--- src/rtl/seven_seg_pkg.sv ---
// Shared types and constants for the seven-segment scanner: FSM state,
// the all-off segment pattern and the active-low hex glyph table.
package seven_seg_pkg;

    typedef enum logic {
        BLANK,
        SHOW
    } scan_state_t;

    localparam logic [6:0] SEG_OFF = 7'b1111111;

    // Active-low, bit 0 = segment a ... bit 6 = segment g; b and d are lowercase.
    localparam logic [6:0] GLYPHS [16] = '{
        7'b1000000, 7'b1111001, 7'b0100100, 7'b0110000,
        7'b0011001, 7'b0010010, 7'b0000010, 7'b1111000,
        7'b0000000, 7'b0010000, 7'b0001000, 7'b0000011,
        7'b1000110, 7'b0100001, 7'b0000110, 7'b0001110
    };

endpackage

--- src/rtl/seven_seg_decode.sv ---
// Combinational hex nibble to active-low seven-segment pattern.
module seven_seg_decode
    import seven_seg_pkg::*;
(
    input  logic [3:0] nibble,
    output logic [6:0] seg
);

    assign seg = GLYPHS[nibble];

endmodule

--- src/rtl/seven_seg_scanner.sv ---
// Time-multiplexed N-digit seven-segment driver with per-slot blanking,
// once-per-frame input snapshot, leading-zero suppression and digit masking.
module seven_seg_scanner
    import seven_seg_pkg::*;
#(
    parameter int NUM_DIGITS   = 4,
    parameter int CLK_HZ       = 6_000_000,
    parameter int REFRESH_HZ   = 60,
    parameter int BLANK_CYCLES = 64,
    parameter int LZ_SUPPRESS  = 1
) (
    input  logic                    clk,
    input  logic                    reset,
    input  logic [4*NUM_DIGITS-1:0] digits,
    input  logic [NUM_DIGITS-1:0]   dp_in,
    input  logic [NUM_DIGITS-1:0]   digit_en,
    output logic [6:0]              seg,
    output logic                    dp,
    output logic [NUM_DIGITS-1:0]   an,
    output logic                    frame_start
);

    localparam int DWELL = CLK_HZ / (REFRESH_HZ * NUM_DIGITS);
    localparam int CW    = $clog2(DWELL);
    localparam int IW    = (NUM_DIGITS > 1) ? $clog2(NUM_DIGITS) : 1;

    localparam logic [CW-1:0] CNT_LAST   = CW'(DWELL - 1);
    localparam logic [CW-1:0] BLANK_LAST = CW'((BLANK_CYCLES > 0) ? BLANK_CYCLES - 1 : 0);
    localparam logic [IW-1:0] IDX_LAST   = IW'(NUM_DIGITS - 1);
    // With no blanking requested a slot starts lit immediately.
    localparam scan_state_t SLOT_ENTRY   = (BLANK_CYCLES > 0) ? BLANK : SHOW;

    if (NUM_DIGITS < 1 || NUM_DIGITS > 8) begin : g_bad_num_digits
        $error("seven_seg_scanner: NUM_DIGITS must be in 1..8");
    end
    if (DWELL <= BLANK_CYCLES) begin : g_bad_dwell
        $error("seven_seg_scanner: DWELL must exceed BLANK_CYCLES");
    end

    scan_state_t             state, state_next;
    logic [CW-1:0]           cnt, cnt_next;
    logic [IW-1:0]           idx, idx_next;
    logic                    armed;
    logic                    take_snap;
    logic [4*NUM_DIGITS-1:0] snap_digits, snap_digits_next;
    logic [NUM_DIGITS-1:0]   snap_dp, snap_dp_next;
    logic [NUM_DIGITS-1:0]   snap_en, snap_en_next;
    logic [NUM_DIGITS-1:0]   suppressed;
    logic                    zero_run;
    logic [3:0]              nibble;
    logic [6:0]              glyph;
    logic [6:0]              seg_next;
    logic                    dp_next;
    logic [NUM_DIGITS-1:0]   an_next;

    seven_seg_decode u_decode (
        .nibble (nibble),
        .seg    (glyph)
    );

    // Outputs are computed from the next-cycle state and snapshot so the
    // pins change on the same edge as the FSM.
    always_comb begin
        state_next = state;
        cnt_next   = cnt;
        idx_next   = idx;
        take_snap  = 1'b0;
        if (!armed) begin
            take_snap  = 1'b1;
            state_next = SLOT_ENTRY;
        end else if (cnt == CNT_LAST) begin
            cnt_next   = '0;
            state_next = SLOT_ENTRY;
            if (idx == IDX_LAST) begin
                idx_next  = '0;
                take_snap = 1'b1;
            end else begin
                idx_next = idx + 1'b1;
            end
        end else begin
            cnt_next = cnt + 1'b1;
            if (state == BLANK && cnt == BLANK_LAST) begin
                state_next = SHOW;
            end
        end

        snap_digits_next = take_snap ? digits   : snap_digits;
        snap_dp_next     = take_snap ? dp_in    : snap_dp;
        snap_en_next     = take_snap ? digit_en : snap_en;

        suppressed = '0;
        zero_run   = 1'b1;
        for (int i = NUM_DIGITS - 1; i >= 0; i--) begin
            zero_run      = zero_run && (snap_digits_next[4*i +: 4] == 4'h0);
            suppressed[i] = zero_run && (i != 0) && (LZ_SUPPRESS != 0);
        end

        nibble   = snap_digits_next[4*idx_next +: 4];
        seg_next = SEG_OFF;
        dp_next  = 1'b1;
        an_next  = '1;
        if (state_next == SHOW && snap_en_next[idx_next]) begin
            an_next[idx_next] = 1'b0;
            dp_next           = ~snap_dp_next[idx_next];
            if (!suppressed[idx_next]) begin
                seg_next = glyph;
            end
        end
    end

    always_ff @(posedge clk) begin
        if (!reset) begin
            state       <= BLANK;
            cnt         <= '0;
            idx         <= '0;
            armed       <= 1'b0;
            snap_digits <= '0;
            snap_dp     <= '0;
            snap_en     <= '0;
            seg         <= SEG_OFF;
            dp          <= 1'b1;
            an          <= '1;
            frame_start <= 1'b0;
        end else begin
            state       <= state_next;
            cnt         <= cnt_next;
            idx         <= idx_next;
            armed       <= 1'b1;
            snap_digits <= snap_digits_next;
            snap_dp     <= snap_dp_next;
            snap_en     <= snap_en_next;
            seg         <= seg_next;
            dp          <= dp_next;
            an          <= an_next;
            frame_start <= take_snap;
        end
    end

endmodule

--- config.mk ---
export PLATFORM = sky130hd
export DESIGN_NAME = seven_seg_scanner
export DESIGN_NICKNAME = d
export VERILOG_FILES = /design/src/rtl/seven_seg_pkg.sv /design/src/rtl/seven_seg_decode.sv /design/src/rtl/seven_seg_scanner.sv
export SDC_FILE = /design/constraint.sdc
export NUM_CORES = 1
export LEC_CHECK = 0
export BUFFER_PORTS_ARGS = -buffer_cell sky130_fd_sc_hd__buf_2
export CAP_MARGIN = 30
export CORE_MARGIN = 1.5
export CORE_UTILIZATION = 35
export CTS_CLUSTER_SIZE = 25
export DETAILED_ROUTE_END_ITERATION = 8
export GPL_ROUTABILITY_DRIVEN = 0
export HOLD_SLACK_MARGIN = 0.1
export PLACE_DENSITY = 0.58
export SLEW_MARGIN = 5
export SYNTH_ARGS = -nofsm -noshare
export SYNTH_HDL_FRONTEND = slang
export SYNTH_HIERARCHICAL = 1
export SYNTH_SLANG_ARGS = --single-unit
--- constraint.sdc ---
create_clock -name clk -period 4.4 [get_ports clk]
set_input_delay 0.44 -clock clk [delete_from_list [all_inputs] [get_ports clk]]
set_output_delay 0.44 -clock clk [all_outputs]
set_load 0.05 [all_outputs]
# Word-level counts from Yosys, hierarchy flattened
# Memory sizes are Yosys's and may differ from the RTL's. A register that Yosys moved wholly into a read port is not among the register bits.
# Cells that the tools add are included.
# classes
n_mux	22
addsub	2
n_shift	1
reduce_logical	10
n_mul	0
n_eq_ne	3
div	0
n_lt_le_gt_ge	2
bitwise_logic	6
# op_table
operator	n
16-bit two-way mux	1
16-bit by 5-bit indexed part select with 4-bit output	1
15-bit by 1-bit adder with 15-bit output, second input constant	1
15-bit equality test, second input constant	1
15-bit by 6-bit equality test with 1-bit output, second input constant	1
15-bit two-way mux	1
4-bit logical NOT	3
1-bit two-way mux	11
4-bit two-way mux	2
1-bit binary-select mux with 2-bit select	3
2-bit two-way mux	3
1-bit logical AND	5
4-bit NOT with 5-bit output	1
1-bit NOT	4
4-bit NOT	1
2-bit by 3-bit less-than comparator with 1-bit output, second input constant	1
3-bit OR reduction	1
2-bit by 1-bit adder with 2-bit output, second input constant	1
1-bit demux with 2-bit select	1
2-bit equality test, second input constant	1
2-bit by 1-bit greater-or-equal comparator with 1-bit output, second input constant	1
2-bit AND reduction	1
# word_totals
mem_count	1
romBits	112
latch_bits	0
regBits	49
ram_bits	0
input_bits	26
output_inout_bits	13
# memory_table
name	depth	word_bits	rd	rd_ports_with_merged_regs	wr	line_no	text
(no name shown)	16	7	1	1	0	seven_seg_decode.sv:9	assign seg = GLYPHS[nibble];

# Longest topological paths before layout
# Gate-level depths: netlist of the first run.
# logic_depth
depth_word	11
mapped_depth	15

# Cells and area by module
# The synthesis of the first run kept the hierarchy.
# modules_own_cells
module	instances	cells_per_inst	seq_area_each_um2	area_per_inst_um2
seven_seg_scanner	1	272	1121.1	2601.2
seven_seg_decode	1	35	0.0	247.7

# Worst setup path before layout of the first run
# No wires, ideal clock.
# synth_timing
path_kind	register to register
from	register cnt[6]
to	register seg[3]
path_slack_ns	0.779
required_ns	4.265
setup_ns	0.135
t_arrival_ns	3.486
path_stages_with_launch	14
path_cell_list	dfxtp_1 or4_1 buf_2 nor4_2 mux2i_1 buf_2 mux2_2 o21ai_1 inv_1 ha_1 nand2_1 a21oi_1 a31oi_1 nand3b_1
# synth_rtl
element	line_no	text
start, declared	seven_seg_scanner.sv:41	logic [CW-1:0] cnt, cnt_next;
start signal, assigned	seven_seg_scanner.sv:126	cnt <= cnt_next;
15-bit equality test (*)	seven_seg_scanner.sv:71	end else if (cnt == CNT_LAST) begin
1-bit two-way mux	seven_seg_scanner.sv:71	
1-bit two-way mux	seven_seg_scanner.sv:68	if (!armed) begin
16-bit two-way mux	seven_seg_scanner.sv:87	snap_digits_next = take_snap ? digits : snap_digits;
16-bit by 5-bit indexed part select with 4-bit output (*)	seven_seg_scanner.sv:98	nibble = snap_digits_next[4*idx_next +: 4];
net nibble[0]	seven_seg_scanner.sv:50	logic [3:0] nibble;
4-bit NOT with 5-bit output (implied by the code) (*)	seven_seg_decode.sv:9	
end, declared	seven_seg_scanner.sv:17	output logic [6:0] seg,
# Mark *: on every way through the listed nets, which the timed path passes. The rest lies on a longest branch. The select of a mux whose other input is x is not followed.
# A chain may end at the register's enable or synchronous reset.

# Final worst setup path of the first run
# Ends and elaborated chain as after synthesis.

==> results.toml, run 1 <==
[synthesis]
synth_edf_count = 0
muxShareOfSynthArea_pct = 14.4
syn-cell-area_sq_um = 2850
synth-compound-area-share_pct = 8.17
synth_top_family_by_area = "simple AND/OR/NAND/NOR gates"
syn_nets = 342
yosys.area_share.xor_xnor_pct = 3.69
synth.ff_latch_count = 56
synth_seq_area_share_pct = 39.4
synth_cells = 307
yosys.area_share.simple_pct = 26.3
yosys-top-cells-area = "dfxtp_1 39%, mux2i_1 11%, nor2b_1 5.5%"
synth_area_per_cell_sq_um = 9.28
async_flop_share_pct = 0
ys_warn_count = 6
ys.flop_type = "dfxtp_1"
yosysTopAreaCell = "dfxtp_1"
synth_top_area_share_pct = 39.4
synthAdderAreaFrac_pct = 3.95
yosysUniqueCellTypes = 45

[route]
drtIter0Drc = 96
vias_per_cell = 5.02
drt-pass1-iter-count = 4
via_count = 2215
wire_per_inst_microns = 13.2
drt-total-wl_microns = 5820
drc_errors = 0
final_antenna_net_count = 0

[power_and_ir_drop]
ir_worst_vdd_v = 0.000129
power_leakage_nw = 1.27
p_total_w = 0.000908
power.density_nw_per_um2 = 283

[worst_setup_path]
required_ns = 4.58
arrival_ns = 4.01
cp-start-kind = "flop"
cp_num_buf_inv = 3
crit_family = "compound AO/OA/AOI/OAI gates"
end_kind = "flop"
r2r_start = "cnt[6]"
crit_chain = "or4_1 > o41ai_4 > buf_12 > buf_4 > mux2i_1 > mux2i_1 > nand2_1 > o21ai_1 > inv_1 > ha_1 > nand2_1 > a21oi_1 > a31oi_1 > nand3b_1"
worstPathMaxFanout = 20
crit_path_max_incr_delay_ns = 0.68
crit_type = "flop to flop"
critPathLaunch = "cnt[6]"
worst_path_max_delay_cell = "o41ai_4"

[final_layout]
diodes = 0
fin_cells = 441
final_cell_area_sq_um = 3210
nets = 374
area_delta_synth_final_pct = 12.6
final_layout_size_suffix_gt1_share_pct = 18.3

[die]
die_area_sq_um = 8690
coreArea_sq_um = 7810
ioPinCount = 39
start_util_pct = 36.5
rows = 32
dieHeight_microns = 93.2
die_x_microns = 93.2

[flow_run]
maxCapViolCount = 0

[clock_network]
cts_tree = "done"
cts_max_level = 2
clk_pin_slew_ns = 0.09
cts_hold_buf = 0
cts_resized = 0
clockRootBuffer = "clkbuf_8"
clockBufferDepth = 2
clkLatencyLatePin_ns = 0.30
clock_sinks = 56
post_cts_buffers = 0
cts_buffers = 5

[hold_path]
hp-start = "dp_in[3]"
min_path_type = "input pin to flop"

[global_route]
met2_usage_pct = 22.8
top_usage_layer = "met2"
track_usage_pct = 14.3
use_met1_pct = 19.3
grt_max_degree = 31
gr-usage-met3_pct = 2.93
grt-ovfl-total = 0
grt_pass1_vias = 2179
antenna_found_initial = 0
grt_pass1_wl_microns = 10000

[timing]
tightest_slew_ns = 0.740
clock.fmax_mhz = 261
drv_slew = 0
tns_ns = 0
hold_ws_ns = 0.424
fin_crit_ns = 3.83
grt_setup_unrepaired = "no"
hold_violations = 0
period_share_pct = 87.0
skew_ns = 0.00763
finalSetupViolCount = 0
max_slew_margin_pct = 50.4

[placed_design]
dp_cells = 434
io_buffers = 38
place.detailed.hpwl_microns = 4320
postPlaceCellArea_sq_um = 3130

[run_status]
outcome = "completed"
## report_power, final
group | switching [W] | internal (W) | leakage, nW
clock network | 0.000152 | 0.000109 | 0.0410
registers | 0.0000105 | 0.000522 | 0.457
logic | 0.0000593 | 0.0000548 | 0.773
total | 0.000222 | 0.000686 | 1.27
## path summary, 6_finish.rpt
check	endpoint	slack, ns	depth (start not counted)
worst max-delay path	seg[3]	0.57	14
worst min-delay path	snap_dp[3]	0.42	3
worst max register to register	seg[3]	0.57	14
worst min register to register	cnt[11]	0.52	2
## cells in the final DEF (no fill, tap or decap), types with 2 or more instances in the layout
cell type  synthesis  routed
xnor2_1            4       4
inv_1              7       7
nand4b_1           2       2
nand4_1           10      10
o21ai_0            7       7
mux2_2             8       8
dfxtp_1           56      56
a31oi_1            4       4
mux2i_1           32      32
buf_2              5      38
nor2b_1           25      25
nand3_1            9       9
nand2b_1           4       4
xor2_1             8       8
or3_1              3       3
or4_1              5       5
buf_4              2       5
nor2_1            19      19
nand2_1           23      23
nor4_1             6       6
o22ai_1            2       2
nand3b_1          11      11
nor3b_1            2       2
and2_1             3       3
clkbuf_8           0       5
a21oi_1            4       4
ha_1               9       9
o21ai_1            9       9
## worst register-to-register path, delay by kind of cell (launching register included)
| kind | cells | cell delay (ns) |
|---|---|---|
| adder cells (fa/ha/maj) | 1 | 0.32 |
| AO/OA/AOI/OAI | 4 | 1.15 |
| flip-flops | 1 | 0.35 |
| buffers and inverters | 3 | 0.66 |
| multiplexers | 2 | 0.25 |
| AND/OR/NAND/NOR | 4 | 0.99 |
## through the flow
step	worst slack, ns	util [%]
2_1_floorplan	0.779	-
3_3_place_gp	0.650	40.1
3_5_place_dp	0.572	40.1
4_1_cts	0.548	41.1
5_1_grt	0.208	41.1
6_report	0.571	41.1
## cell type report
type                    instances  area, sq um
well taps                     102          128
repair buffers                 44          248
clock inverters                 1         5.00
flip-flops and latches         56         1120
fillers                       786         4600
multi-input cells             225         1610
clock buffers                   6         72.6
inverters                       7         26.3
## cell usage after synthesis (5+ instances only)
library cell  number
buf_2              5
clkbuf_1          11
dfxtp_1           56
ha_1               9
inv_1              7
mux2_2             8
mux2i_1           32
nand2_1           23
nand3_1            9
nand3b_1          11
nand4_1           10
nor2_1            19
nor2b_1           25
nor4_1             6
o21ai_0            7
o21ai_1            9
or4_1              5
xor2_1             8
## layer usage
metal	share of wire, %	up-vias
li1	-	1142
met3	3.7	5
met2	45	42
met1	50	1026
met4	1.0	0
met5	0	-
## flip-flops by register name, summed over array words and instances, names as in the netlist
register,flops
dp,1
snap_en,4
an,4
snap_dp,4
frame_start,1
cnt,15
idx,2
armed,1
state,1
snap_digits,16
seg,7
## logic make-up (layout without fill, tap and decap cells)
kind of cell               count (synthesis)  count (layout)
xor gates and xnor gates                  12              12
AOI/OAI and AO/OA                         34              34
DFF                                       56              56
adders and majority gates                  9               9
and+or+nand+nor                          130             130
muxes                                     40              40
buffers and inverters                     26              58
(Power assumes the default switching activity.)
==> inputs of run 2 (changes only) <==
Settings changed: ABC_AREA set to 1, SKIP_LAST_GASP set to 1, SYNTH_HIERARCHICAL 1 to unset.
==> run 2 against run 1 <==
Sequential cell count unchanged. Area after synthesis up 12%. Worst hold slack worse by 0.13 ns. Final cell count up 39%. Clock power up 15%. Clock-buffer cell count down 1. Total power up 6.2%. Setup slack better by 1.1 ns. Critical endpoint unchanged.
==> results.toml, run 2 <==
[synthesis]
async_flop_share_pct = 0
synth-compound-area-share_pct = 6.88
synth_area_per_cell_sq_um = 6.77
synth_edf_count = 0
synth.most_common_cell = "nand2_1"
yosys-top-cells-area = "dfxtp_1 35%, nand2_1 15%, nand3_1 9.0%"
ys.flop_type = "dfxtp_1"
synth_top_family_by_area = "simple AND/OR/NAND/NOR gates"
synth.ff_latch_count = 56
muxShareOfSynthArea_pct = 1.26
synth_cells = 470
syn_nets = 503
yosys.area_share.simple_pct = 44.4
yosys.area_share.xor_xnor_pct = 0.550
yosysUniqueCellTypes = 33
synth_seq_area_share_pct = 35.2
yosysTopAreaCell = "dfxtp_1"
synth_top_area_share_pct = 35.2
syn-cell-area_sq_um = 3180
synth_commonest_cells = "131 x nand2_1, 57 x nand3_1, 56 x dfxtp_1"
synthAdderAreaFrac_pct = 2.75
ys_warn_count = 0

[placed_design]
place.detailed.hpwl_microns = 5670
io_buffers = 38

[clock_network]
cts_max_level = 2
cts_buffers = 5
clkLatencyLatePin_ns = 0.32
clockRootBuffer = "clkbuf_8"
cts_resized = 0
cts_hold_buf = 0
cts_tree = "done"
clk_pin_slew_ns = 0.11
clockBufferDepth = 2
clock_sinks = 56
post_cts_buffers = 0

[die]
start_util_pct = 36.3
coreArea_sq_um = 8760
die_area_sq_um = 9680
ioPinCount = 39
dieHeight_microns = 98.4
rows = 34
die_x_microns = 98.4

[global_route]
grt-ovfl-total = 0
antenna_found_initial = 0
grt_pass1_vias = 2862
grt_pass1_wl_microns = 13000
track_usage_pct = 16.5
grt_max_degree = 28

[worst_setup_path]
end_kind = "flop"
worstPathMaxFanout = 11
arrival_ns = 2.98
cp-start-kind = "flop"
crit_type = "flop to flop"
required_ns = 4.61

[final_layout]
top_register = "snap_digits"
top_regs = "snap_digits x16, cnt x15, seg x7"
final_layout_size_suffix_gt1_share_pct = 17.6
postLayoutCoreUtil_pct = 40.7
diodes = 0
nets = 538
largest_reg_flops = 16
mostFrequentLayoutCell = "nand2_1"
mostFrequentLayoutCells = "131 x nand2_1, 57 x nand3_1, 56 x dfxtp_1, 53 x nor2_1, 52 x inv_1"
area_delta_synth_final_pct = 12.0
fill_cells = 945

[hold_path]
min_path_type = "input pin to flop"

[route]
via_count = 2950
drt-pass1-iter-count = 4
vias_per_cell = 4.80
final_antenna_net_count = 0
drt-total-wl_microns = 7500
drc_errors = 0
wire_per_inst_microns = 12.2
drtIter0Drc = 165

[timing]
period_share_pct = 63.1
clock.fmax_mhz = 360
skew_ns = 0.0103
finalSetupViolCount = 0
hold_violations = 0
fin_crit_ns = 2.78
tns_ns = 0
grt_setup_unrepaired = "no"
max_slew_margin_pct = 67.8
drv_slew = 0
tightest_slew_ns = 0.481

[flow_run]
maxCapViolCount = 0

[power_and_ir_drop]
ir_worst_vdd_v = 0.000136
power_leakage_nw = 1.66
power.density_nw_per_um2 = 271

[run_status]
outcome = "completed"
[run 2: cell type report]
class,instances,area (sq um),share of cell area (%)
Clock buffer,5,68.8,1.93
Tap cell,108,135,3.79
Clock inverter,3,26.3,0.737
Multi-Input combinational cell,346,1780,49.9
Sequential cell,56,1120,31.4
Inverter,56,210,5.90
Timing Repair Buffer,40,225,6.32
[run 2: logic make-up (layout without fill, tap and decap cells)]
family | after synthesis | count (layout)
and+or+nand+nor | 295 | 295
xor gates and xnor gates | 2 | 2
muxes | 4 | 4
adders and majority gates | 7 | 7
DFF | 56 | 56
AOI/OAI and AO/OA | 38 | 38
buffers and inverters | 68 | 104
[run 2: through the flow]
stage / instance area, sq um / instances / setup slack (ns) / hold WS (ns) / total power, W
final: 3560 / 614 / 1.62 / 0.294 / 0.000964
after global routing: 3560 / 614 / 1.39 / 0.291 / 0.00103
after CTS: 3560 / 614 / 1.64 / 0.290 / 0.000982
after detailed placement: 3470 / 606 / 1.66 / 0.470 / 0.000676
after global placement: 3440 / 605 / 1.77 / 0.459 / 0.000672
after floorplan: 3180 / 470 / 2.09 / 0.447 / 0.000639
[run 2: final timing paths]
| check | cells after the start | to | startpoint | slack, ns |
|---|---|---|---|---|
| max | 16 | seg[3] | cnt[0] | 1.62 |
| min | 1 | armed | reset | 0.29 |
| max reg2reg | 16 | seg[3] | cnt[0] | 1.62 |
| min reg2reg | 2 | snap_digits[15] | snap_digits[15] | 0.48 |
[run 2: power breakdown]
group | internal, W | switching (W)
Combinational | 0.0000505 | 0.0000858
Clock | 0.000118 | 0.000182
Sequential | 0.000523 | 0.00000538
Total | 0.000691 | 0.000274
[run 2: layer usage]
layer	vias to the layer above	track usage [%]	share of wire (%)
met2	62	26.7	46
met1	1325	22.5	48
met4	0	5.74	1.6
li1	1554	-	-
met5	-	0	0
met3	9	2.15	4.5
[run 2: worst max-delay path: stages, from the launching register on]
cell and delay, ns:
dfxtp_1 0.38, ha_1 0.21, nand2_2 0.09, inv_2 0.06
nand2_1 0.07, nor2_4 0.14, nand3_4 0.11, nand2_1 0.08
nand2_1 0.28, nand3_1 0.22, nand3_1 0.09, nand2_1 0.20
inv_1 0.12, ha_1 0.26, nand3b_1 0.17, nand3_1 0.10
nand3_2 0.07
==> inputs of run 3 (changes only) <==
Settings changed: PLACE_DENSITY 0.58 to 0.6.
Clock period 4.4 ns to 2.3 ns, I/O delays scaled along.
==> run 3 against run 2 <==
Register-to-register slack got worse by 1.5 ns. Critical path type unchanged. Via count grew 8.6%. Core utilization up 6.8 points. Final cell count increased by 7.3%. Sequential power up 91%. Worst hold slack got worse by 0.12 ns. Routed wire length grew 15%. Highest routed layer unchanged.
==> results.toml, run 3 (synthesized netlist as in run 2, its figures left out) <==
[die]
ioPinCount = 39
start_util_pct = 36.3
die_area_sq_um = 9680
rows = 34
dieHeight_microns = 98.4
coreArea_sq_um = 8760
die_x_microns = 98.4

[placed_design]
io_buffers = 38
place.detailed.hpwl_microns = 6210
dp_cells = 635
pre_cts_ws_ns = -0.0900

[power_and_ir_drop]
p_sw_share_pct = 27.0
combPwrFrac_pct = 16.6
ir_worst_vdd_v = 0.000240
power.density_nw_per_um2 = 480
power_leakage_nw = 1.95
intPower_w = 0.00146
p_seq_share_pct = 50.7
clkPwrFrac_pct = 32.7
switchingPower_w = 0.000539

[worst_setup_path]
arrival_ns = 2.44
crit_family = "simple AND/OR/NAND/NOR gates"
cp-start-kind = "flop"
cp_num_buf_inv = 1
crit_type = "flop to flop"
end_kind = "flop"
crit_path_max_incr_delay_ns = 0.37
worstPathMaxFanout = 7
required_ns = 2.52
worst_path_max_delay_cell = "dfxtp_2"
crit_chain = "ha_4 > nand2_4 > inv_4 > nand2_4 > nor2_4 > nand2_2 > nand2_4 > nand3_1 > and2_1 > nand2_2 > nand2_2 > nor2_4 > ha_4 > nand2_4 > nand2_2 > nand2_1 > nand2_1"

[timing]
grt_setup_unrepaired = "yes"
skew_ns = 0.0110
drv_slew = 0
hold_violations = 0
clock.fmax_mhz = 450
max_slew_margin_pct = 65.9
period_share_pct = 96.6
worst_slack_ns = 0.0779
tightest_slew_ns = 0.511
tns_ns = 0
hold_ws_ns = 0.178
fin_crit_ns = 2.22
finalSetupViolCount = 0

[route]
m1WireLength_microns = 4010
top_layer = "met4"
drtIter0Drc = 211
wl_met2_microns = 3870
final_antenna_net_count = 0
drc_errors = 0
drt-total-wl_microns = 8620
drt-pass1-iter-count = 5
vias_per_cell = 4.86
via_count = 3204
route.met3.wl_microns = 523
wire_per_inst_microns = 13.1

[final_layout]
mostFrequentLayoutCell = "nand2_1"
seq_area_sq_um = 1130
top_register = "snap_digits"
diodes = 0
area_delta_synth_final_pct = 30.8
final_layout_size_suffix_gt1_share_pct = 31.4
top_regs = "snap_digits x16, cnt x15, seg x7"
fin_cells = 659
multi_input_area_sq_um = 1990
mostFrequentLayoutCells = "108 x nand2_1, 53 x nand3_1, 51 x inv_1, 50 x nor2_1, 50 x dfxtp_1"
largest_reg_flops = 16
nets = 583
fill_cells = 862

[global_route]
grt_pass1_wl_microns = 14100
antenna_found_initial = 0
grt_pass1_vias = 3048
track_usage_pct = 17.7
grt_max_degree = 27
grt-ovfl-total = 0

[run_status]
outcome = "completed"

[clock_network]
clock_sinks = 56
cts_max_level = 2
clkLatencyLatePin_ns = 0.32
clk_pin_slew_ns = 0.10
cts_buffers = 5
cts_tree = "done"
clockBufferDepth = 2
clockRootBuffer = "clkbuf_8"

[hold_path]
min_path_type = "input pin to flop"

[flow_run]
maxCapViolCount = 0
## run 3: layer usage
metal	vias to the layer above	track usage (%)
met5	-	0
met3	17	3.08
li1	1650	-
met4	0	4.77
met1	1437	24.8
met2	100	28.1
## run 3: power groups by stage
stage          clock (W)  combinational, W  sequential, W
3_3_place_gp           0          0.000283        0.00103
6_report        0.000654          0.000331        0.00101
2_1_floorplan          0          0.000191        0.00103
4_1_cts         0.000670          0.000287        0.00101
5_1_grt         0.000706          0.000372        0.00102
3_5_place_dp           0          0.000285        0.00103
## run 3: final timing paths
path | start | end | slack, ns | cells past startpoint
worst min-delay path | dp_in[3] | snap_dp[3] | 0.18 | 3
worst max register to register | cnt[1] | seg[1] | 0.08 | 17
worst max-delay path | cnt[1] | seg[1] | 0.08 | 17
worst min register to register | cnt[7] | cnt[7] | 0.48 | 1
## run 3: through the flow
stage	instance area [sq um]	utilization [%]	total power (W)
finish	4160	47.5	0.00200
global route	4160	47.5	0.00209
CTS	3860	44.0	0.00197
detailed placement	3690	42.2	0.00132
global placement	3690	42.2	0.00131
floorplan	3190	-	0.00122
## run 3: worst register-to-register path: cells and delay by family (launching register included)
kind	cells	cell delay [ns]
fa+ha+maj	2	0.41
buf+inv	1	0.07
flops	1	0.37
simple gates	14	1.29
## run 3: area by class of cell
cell class	count	share of cell area (%)
Inverter	56	5.11
Multi-Input combinational cell	346	47.7
Sequential cell	56	27.1
Clock inverter	2	0.841
Clock buffer	6	1.74
Timing Repair Buffer	85	14.3
Tap cell	108	3.25
## run 3: what timing repair did
action	4_1_cts	5_1_grt
pin swaps	3	33
hold endpoints to repair	1	0
endpoints found under the setup margin	6	12
hold buffers	1	0
setup buffers	4	13
gates resized for setup	7	55
